<file path="config.mk">
export PLATFORM = sky130hd
export DESIGN_NAME = fp_unit_arbiter
export DESIGN_NICKNAME = d
export VERILOG_FILES = /design/src/rtl/fp_unit_arbiter_pkg.sv /design/src/rtl/fp_unit_arbiter_rr_priority_select.sv /design/src/rtl/fp_unit_arbiter.sv
export SDC_FILE = /design/constraint.sdc
export NUM_CORES = 1
export LEC_CHECK = 0
export CORE_MARGIN = 4
export CORE_UTILIZATION = 29
export DETAILED_ROUTE_END_ITERATION = 8
export GPL_TIMING_DRIVEN = 1
export HOLD_SLACK_MARGIN = 0.05
export PLACE_DENSITY_LB_ADDON = 0.25
export SLEW_MARGIN = 0
export SYNTH_ARGS = -nofsm -noshare
export SYNTH_HDL_FRONTEND = slang
export SYNTH_SLANG_ARGS = --single-unit
</file>
<file path="constraint.sdc">
create_clock -name clk -period 4.76 [get_ports clk]
set_clock_uncertainty 0.05 [all_clocks]
set_input_delay 0.952 -clock clk [delete_from_list [all_inputs] [get_ports clk]]
set_output_delay 0.952 -clock clk [all_outputs]
set_load 0.03 [all_outputs]
</file>
<file path="src/rtl/fp_unit_arbiter_pkg.sv">
// Shared definitions for the FP unit arbiter: fpUnit opcodes, FSM encodings, literals.
// Latency: n/a (constants and a constant-folding helper only).
// Backpressure: n/a.
package fp_unit_arbiter_pkg;

  // fpUnit operation codes
  localparam logic [7:0] FP_SUB  = 8'd0;
  localparam logic [7:0] FP_ADD  = 8'd1;
  localparam logic [7:0] FP_DIV  = 8'd2;
  localparam logic [7:0] FP_MUL  = 8'd3;
  localparam logic [7:0] FP_FTOI = 8'd4;
  localparam logic [7:0] FP_ITOF = 8'd5;

  // Arbiter FSM encodings
  localparam logic [1:0] ST_IDLE = 2'd0;
  localparam logic [1:0] ST_WAIT = 2'd1;
  localparam logic [1:0] ST_RESP = 2'd2;

  // IEEE-754 single precision 1.0
  localparam logic [31:0] ONE_F = 32'h3F800000;

  // Watchdog counter width covers TIMEOUT up to 65535
  localparam int WD_W = 16;

  // Last WAIT count value before the watchdog fires
  function automatic logic [WD_W-1:0] wd_limit(input int timeout);
    return WD_W'(timeout - 1);
  endfunction

endpackage

</file>
<file path="src/rtl/fp_unit_arbiter_rr_priority_select.sv">
// Rotating-priority encoder: first set req bit at or after rr_ptr, wrapping to 0.
// Latency: purely combinational.
// Backpressure: none; valid simply reflects whether any request is present.
module rr_priority_select
  import fp_unit_arbiter_pkg::*;
#(
  parameter int NUM_REQ = 4,
  localparam int IW     = $clog2(NUM_REQ)
) (
  input  logic [NUM_REQ-1:0] req,
  input  logic [IW-1:0]      rr_ptr,
  output logic               valid,
  output logic [IW-1:0]      idx
);

  localparam logic [IW:0] NUM_REQ_W = (IW+1)'(NUM_REQ);

  logic [2*NUM_REQ-1:0] w_dbl;
  logic [2*NUM_REQ-1:0] w_shift;
  logic [NUM_REQ-1:0]   w_rot;
  logic [IW-1:0]        w_ofs;
  logic [IW:0]          w_sum;

  // Rotate so that bit 0 of w_rot corresponds to requester rr_ptr
  assign w_dbl   = {req, req};
  assign w_shift = w_dbl >> rr_ptr;
  assign w_rot   = w_shift[NUM_REQ-1:0];
  assign valid   = |w_rot;

  // Lowest set bit of the rotated vector wins (scan high to low, last hit kept)
  always_comb begin
    w_ofs = '0;
    for (int k = NUM_REQ - 1; k >= 0; k--) begin
      if (w_rot[k]) w_ofs = IW'(k);
    end
  end

  // Undo the rotation modulo NUM_REQ (works for non-power-of-two counts)
  assign w_sum = {1'b0, rr_ptr} + {1'b0, w_ofs};
  assign idx   = (w_sum >= NUM_REQ_W) ? IW'(w_sum - NUM_REQ_W) : w_sum[IW-1:0];

endmodule

</file>
<file path="src/rtl/fp_unit_arbiter.sv">
// Round-robin share of one fpUnit among NUM_REQ effect engines, with watchdog abort.
// Latency: req sampled at t -> fp_clk_en from t+1 -> fp_done at t+k -> req_done at t+k+1; issue period k+2.
// Backpressure: level req held by requester until req_done; one op in flight, others wait in IDLE arbitration.
module fp_unit_arbiter
  import fp_unit_arbiter_pkg::*;
#(
  parameter int NUM_REQ  = 4,
  parameter int OP_WIDTH = 8,
  parameter int TIMEOUT  = 255
) (
  input  logic                        clk,
  input  logic                        rst,
  input  logic [NUM_REQ-1:0]          req,
  input  logic [32*NUM_REQ-1:0]       req_dataa,
  input  logic [32*NUM_REQ-1:0]       req_datab,
  input  logic [OP_WIDTH*NUM_REQ-1:0] req_op,
  output logic [NUM_REQ-1:0]          grant,
  output logic [NUM_REQ-1:0]          req_done,
  output logic [NUM_REQ-1:0]          req_err,
  output logic [31:0]                 result,
  output logic                        busy,
  output logic [31:0]                 fp_dataa,
  output logic [31:0]                 fp_datab,
  output logic [OP_WIDTH-1:0]         fp_operation,
  output logic                        fp_clk_en,
  input  logic                        fp_done,
  input  logic [31:0]                 fp_result
);

  localparam int               IW      = $clog2(NUM_REQ);
  localparam logic [WD_W-1:0]  WD_LAST = wd_limit(TIMEOUT);
  localparam logic [NUM_REQ-1:0] ONEHOT0 = {{(NUM_REQ-1){1'b0}}, 1'b1};

  logic [1:0]          r_state;
  logic [IW-1:0]       r_rr_ptr;
  logic [IW-1:0]       r_idx;
  logic [WD_W-1:0]     r_wd_cnt;
  logic [NUM_REQ-1:0]  r_grant;
  logic [NUM_REQ-1:0]  r_req_done;
  logic [NUM_REQ-1:0]  r_req_err;
  logic [31:0]         r_result;
  logic [31:0]         r_fp_dataa;
  logic [31:0]         r_fp_datab;
  logic [OP_WIDTH-1:0] r_fp_op;
  logic                r_fp_clk_en;

  logic                w_sel_vld;
  logic [IW-1:0]       w_sel_idx;
  logic [NUM_REQ-1:0]  w_sel_onehot;
  logic [NUM_REQ-1:0]  w_cur_onehot;
  logic [IW-1:0]       w_next_ptr;
  logic                w_timeout;
  logic [31:0]         w_a  [NUM_REQ];
  logic [31:0]         w_b  [NUM_REQ];
  logic [OP_WIDTH-1:0] w_op [NUM_REQ];

  // Split the flat requester buses into per-requester slices
  for (genvar g = 0; g < NUM_REQ; g++) begin : g_slice
    assign w_a[g]  = req_dataa[32*g +: 32];
    assign w_b[g]  = req_datab[32*g +: 32];
    assign w_op[g] = req_op[OP_WIDTH*g +: OP_WIDTH];
  end

  rr_priority_select #(
    .NUM_REQ (NUM_REQ)
  ) u_sel (
    .req    (req),
    .rr_ptr (r_rr_ptr),
    .valid  (w_sel_vld),
    .idx    (w_sel_idx)
  );

  assign w_sel_onehot = ONEHOT0 << w_sel_idx;
  assign w_cur_onehot = ONEHOT0 << r_idx;
  assign w_next_ptr   = (r_idx == IW'(NUM_REQ - 1)) ? '0 : r_idx + 1'b1;
  assign w_timeout    = (r_wd_cnt == WD_LAST);

  // Arbitration FSM; every output except busy comes straight from a register
  always_ff @(posedge clk or posedge rst) begin
    if (rst) begin
      r_state     <= ST_IDLE;
      r_rr_ptr    <= '0;
      r_idx       <= '0;
      r_wd_cnt    <= '0;
      r_grant     <= '0;
      r_req_done  <= '0;
      r_req_err   <= '0;
      r_result    <= '0;
      r_fp_dataa  <= '0;
      r_fp_datab  <= '0;
      r_fp_op     <= '0;
      r_fp_clk_en <= 1'b0;
    end else begin
      r_req_done <= '0;
      r_req_err  <= '0;
      case (r_state)
        ST_IDLE: begin
          if (w_sel_vld) begin
            r_idx       <= w_sel_idx;
            r_fp_dataa  <= w_a[w_sel_idx];
            r_fp_datab  <= w_b[w_sel_idx];
            r_fp_op     <= w_op[w_sel_idx];
            r_grant     <= w_sel_onehot;
            r_fp_clk_en <= 1'b1;
            r_wd_cnt    <= '0;
            r_state     <= ST_WAIT;
          end
        end
        ST_WAIT: begin
          r_wd_cnt <= r_wd_cnt + 1'b1;
          // A completion on the watchdog's last cycle still counts as success
          if (fp_done) begin
            r_result    <= fp_result;
            r_fp_clk_en <= 1'b0;
            r_req_done  <= w_cur_onehot;
            r_state     <= ST_RESP;
          end else if (w_timeout) begin
            r_result    <= '0;
            r_fp_clk_en <= 1'b0;
            r_req_done  <= w_cur_onehot;
            r_req_err   <= w_cur_onehot;
            r_state     <= ST_RESP;
          end
        end
        ST_RESP: begin
          r_grant  <= '0;
          r_rr_ptr <= w_next_ptr;
          r_state  <= ST_IDLE;
        end
        default: r_state <= ST_IDLE;
      endcase
    end
  end

  assign grant        = r_grant;
  assign req_done     = r_req_done;
  assign req_err      = r_req_err;
  assign result       = r_result;
  assign busy         = (r_state != ST_IDLE);
  assign fp_dataa     = r_fp_dataa;
  assign fp_datab     = r_fp_datab;
  assign fp_operation = r_fp_op;
  assign fp_clk_en    = r_fp_clk_en;

endmodule

</file>
==> impl_metrics.csv <==
group,metric,value,unit
status,status,"complete, no violations",
layout,fin_cells,1629,
synth,syn_avg_cell_area,10.65,µm²
critical_path,crit_type,"in2reg",
routing,drc,0,
place,place_area,0.01352,mm²
routing,viasPerCell,5.116,
sta,relSlewSlack,0.4668,
sta,setup_viol_count_final,0,
routing,vias,8334,
critical_path,path_cells,"clkdlybuf4s50_1 > nor2b_1 > a21oi_1 > o22ai_1 > o21a_1 > ha_4 > xor2_1 > a31oi_4 > buf_4 > a2111oi_0 > o31ai_1",
layout,final_cell_area,0.01411,mm²
sta,final.period_utilization,0.7950,
sta,period_needed,3.784,ns
sta,fin_ws,0.9759,ns
synth,synth-seq-cells,139,
layout,syn2layout_area_growth,60.42,%
synth,syn-instance-count,826,
global_routing,grt_remaining_overflow,0,
power,power_density,738.0,mW/mm²
clock_tree,clockBufferDepth,2,
power,comb_power_share,0.677,
layout,drive_gt1_frac,0.1455,
power,p_sw,5050,µW
place,dp_cells,1595,
power,power.share.sequential,0.193,
clock_tree,cts_hold_buf,0,
clock_tree,cts_max_level,4,
synth,netlist_area,0.008795,mm²
critical_path,crit_arrival,4.00,ns
sta,tightest_slew,0.7998,ns
synth,synth_cell_types,57,
clock_tree,cts_tree,"built",
critical_path,reg2reg_from,"r_rr_ptr[1]$_DFFE_PP0P_",
sta,fmax,264.3,MHz
global_routing,antenna_found_initial,5,
place,portBuffers,444,
critical_path,crit_path_top_delay_cell,"a2111oi_0",
layout,final_nets,1558,
critical_path,cp.required,4.97,ns
sta,hold_violations,0,
min_path,worstHoldPathType,"reg2reg",
critical_path,worstSetupEndpointType,"flop",
synth,ys_seq_area_frac,0.3955,
synth,synth-edff-count,0,
critical_path,critPathLaunchType,"input port",
place,gp_routability_congestion,0.8265,
floorplanning,core,0.02980,mm²
power,clkPwrFrac,0.130,
global_routing,grt_pass1_vias,8418,
min_path,min-delay-start,"fp_dataa[7]$_DFFE_PP0P_",
sta,finalSetupTns,0,ns
routing,routed_wirelength,34220,µm
run,max-cap-violations,0,
synth,synth.net_count,1160,
clock_tree,clock_latency,0.42,ns
synth,yosysWarnings,0,
sta,holdWs,0.4330,ns
clock_tree,cts-resized-gates,0,
synth,synth-main-ff-cell,"dfrtp_1",
power,leakage,0.005326,µW
power,switching_share,0.4850,
clock_tree,root_buffer,"clkbuf_16",
global_routing,grt_use_total,0.1972,
clock_tree,clk_pin_slew_worst_paths,0.06,ns
place,place_ws,0.4274,ns
floorplanning,rows,63,
floorplanning,pin_count,445,
clock_tree,numCtsBuffers,17,
layout,fill_cells,2823,
floorplanning,start_util,0.2952,
floorplanning,fp.dieW,182.1,µm
sta,rsz0062_at_grt,"no",
place,dp_hpwl,25600,µm
critical_path,critPathMaxStageDelay,0.68,ns
power,ir_worst_vdd,378.9,µV
global_routing,grt_pass1_wl,51250,µm
sta,report.final.slew_viol_count,0,
clock_tree,cts.sink_count,139,
floorplanning,dieArea,0.03318,mm²
critical_path,cp_max_fo,22,
power,p_int,5362,µW
critical_path,crit_start,"req[2]",
routing,wl_per_cell,21.01,µm
routing,first_pass_iters,5,
critical_path,ff2ff_setup_slack,1.60,ns
clock_tree,postCtsSetupRepairBufs,0,
global_routing,grt_max_degree,85,
routing,dr.first_iter.drc_count,361,
floorplanning,die_h,182.1,µm
synth,synthArstFlopShare,1.000,
routing,ant_nets,0,
==> sequential cells by signal (all words and copies together) (netlist names) <==
name	flops
fp_dataa	32
fp_datab	32
result	32
r_wd_cnt	16
fp_operation	8
grant	4
req_done	4
req_err	4
r_idx	2
r_rr_ptr	2
r_state	2
fp_clk_en	1
==> per-stage QoR <==
step | total power (µW) | util
finish | 10410 | 0.4735
global route | 11150 | 0.4735
CTS | 10580 | 0.4733
detailed placement | 9164 | 0.4537
global placement | 9093 | 0.4537
floorplan | 6951 | -
==> cells by family after synthesis <==
logic type | after synthesis | share of synthesized area
and+or+nand+nor | 290 | 0.1854
AOI/OAI and AO/OA | 285 | 0.3362
DFF | 139 | 0.3955
buffers and inverters | 97 | 0.06359
adders and majority gates | 7 | 0.009958
muxes | 6 | 0.007398
xor gates and xnor gates | 2 | 0.001992
==> final cells by class <==
class	instances	area, µm²	share of cell area
multi-input combinational	590	4785	0.3391
timing repair buffer	470	4740	0.3359
sequential	139	3478	0.2465
tap	390	488.0	0.03459
clock buffer	18	439.2	0.03113
clock inverter	14	146.4	0.01038
inverter	6	27.53	0.001951
antenna	2	5.005	0.0003547
==> path summary, 6_finish.rpt <==
path,to,cells after the start
min in group asynchronous,fp_datab[6]$_DFFE_PP0P_,2
setup / recovery,fp_datab[31]$_DFFE_PP0P_,11
setup reg to reg,fp_datab[31]$_DFFE_PP0P_,10
hold / removal,fp_dataa[7]$_DFFE_PP0P_,2
hold reg to reg,fp_dataa[7]$_DFFE_PP0P_,2
max in group asynchronous,fp_datab[31]$_DFFE_PP0P_,3
==> cell usage after synthesis, drive strengths merged, types with 8 or more instances <==
cell,instances,area share
dfrtp,139,0.40
nand3,13,0.0074
a22o,32,0.032
o31ai,79,0.11
and2,9,0.0064
a2111oi,72,0.082
nand4,8,0.0064
buf,39,0.033
a221oi,72,0.090
clkbuf,52,0.028
nand2,87,0.037
nor2b,135,0.096
o21ai,15,0.0085
and2b,13,0.013
==> worst max-delay path: cells and delay by family <==
kind / cells / cell delay, ns
xor+xnor: 1 / 0.37
buf+inv: 2 / 0.87
fa+ha+maj: 1 / 0.14
simple gates: 1 / 0.28
compound gates: 6 / 1.37
==> per-layer routing <==
| layer | track usage | part of all wire | wire [µm] |
|---|---|---|---|
| met1 | 0.2303 | 0.39 | 13300 |
| met3 | 0.06259 | 0.082 | 2811 |
| met4 | 0.06064 | 0.027 | 931 |
| met5 | 0 | 0.0012 | 41 |
| met2 | 0.3455 | 0.50 | 17140 |
==> power groups by stage <==
stage	combinational [µW]	sequential (µW)	clock [µW]
2_1_floorplan	4080	2870	0
3_3_place_gp	7080	2010	0
3_5_place_dp	7140	2030	0
4_1_cts	7160	2020	1410
5_1_grt	7610	2080	1460
6_report	7050	2010	1360
==> layout by cell type, fill, tap and decap left out, types with 8 or more instances in the layout <==
cell type	instances
clkdlybuf4s50_1	444
dfrtp_1	139
nor2b_1	135
nand2_1	87
a2111oi_1	69
o31ai_2	69
a221oi_1	46
a22o_1	32
a221oi_2	26
buf_4	18
clkbuf_16	17
nand3_1	13
and2b_2	11
o21ai_0	10
o31ai_1	9
and2_1	9
buf_12	8
Power figures use the tool's default switching activity.
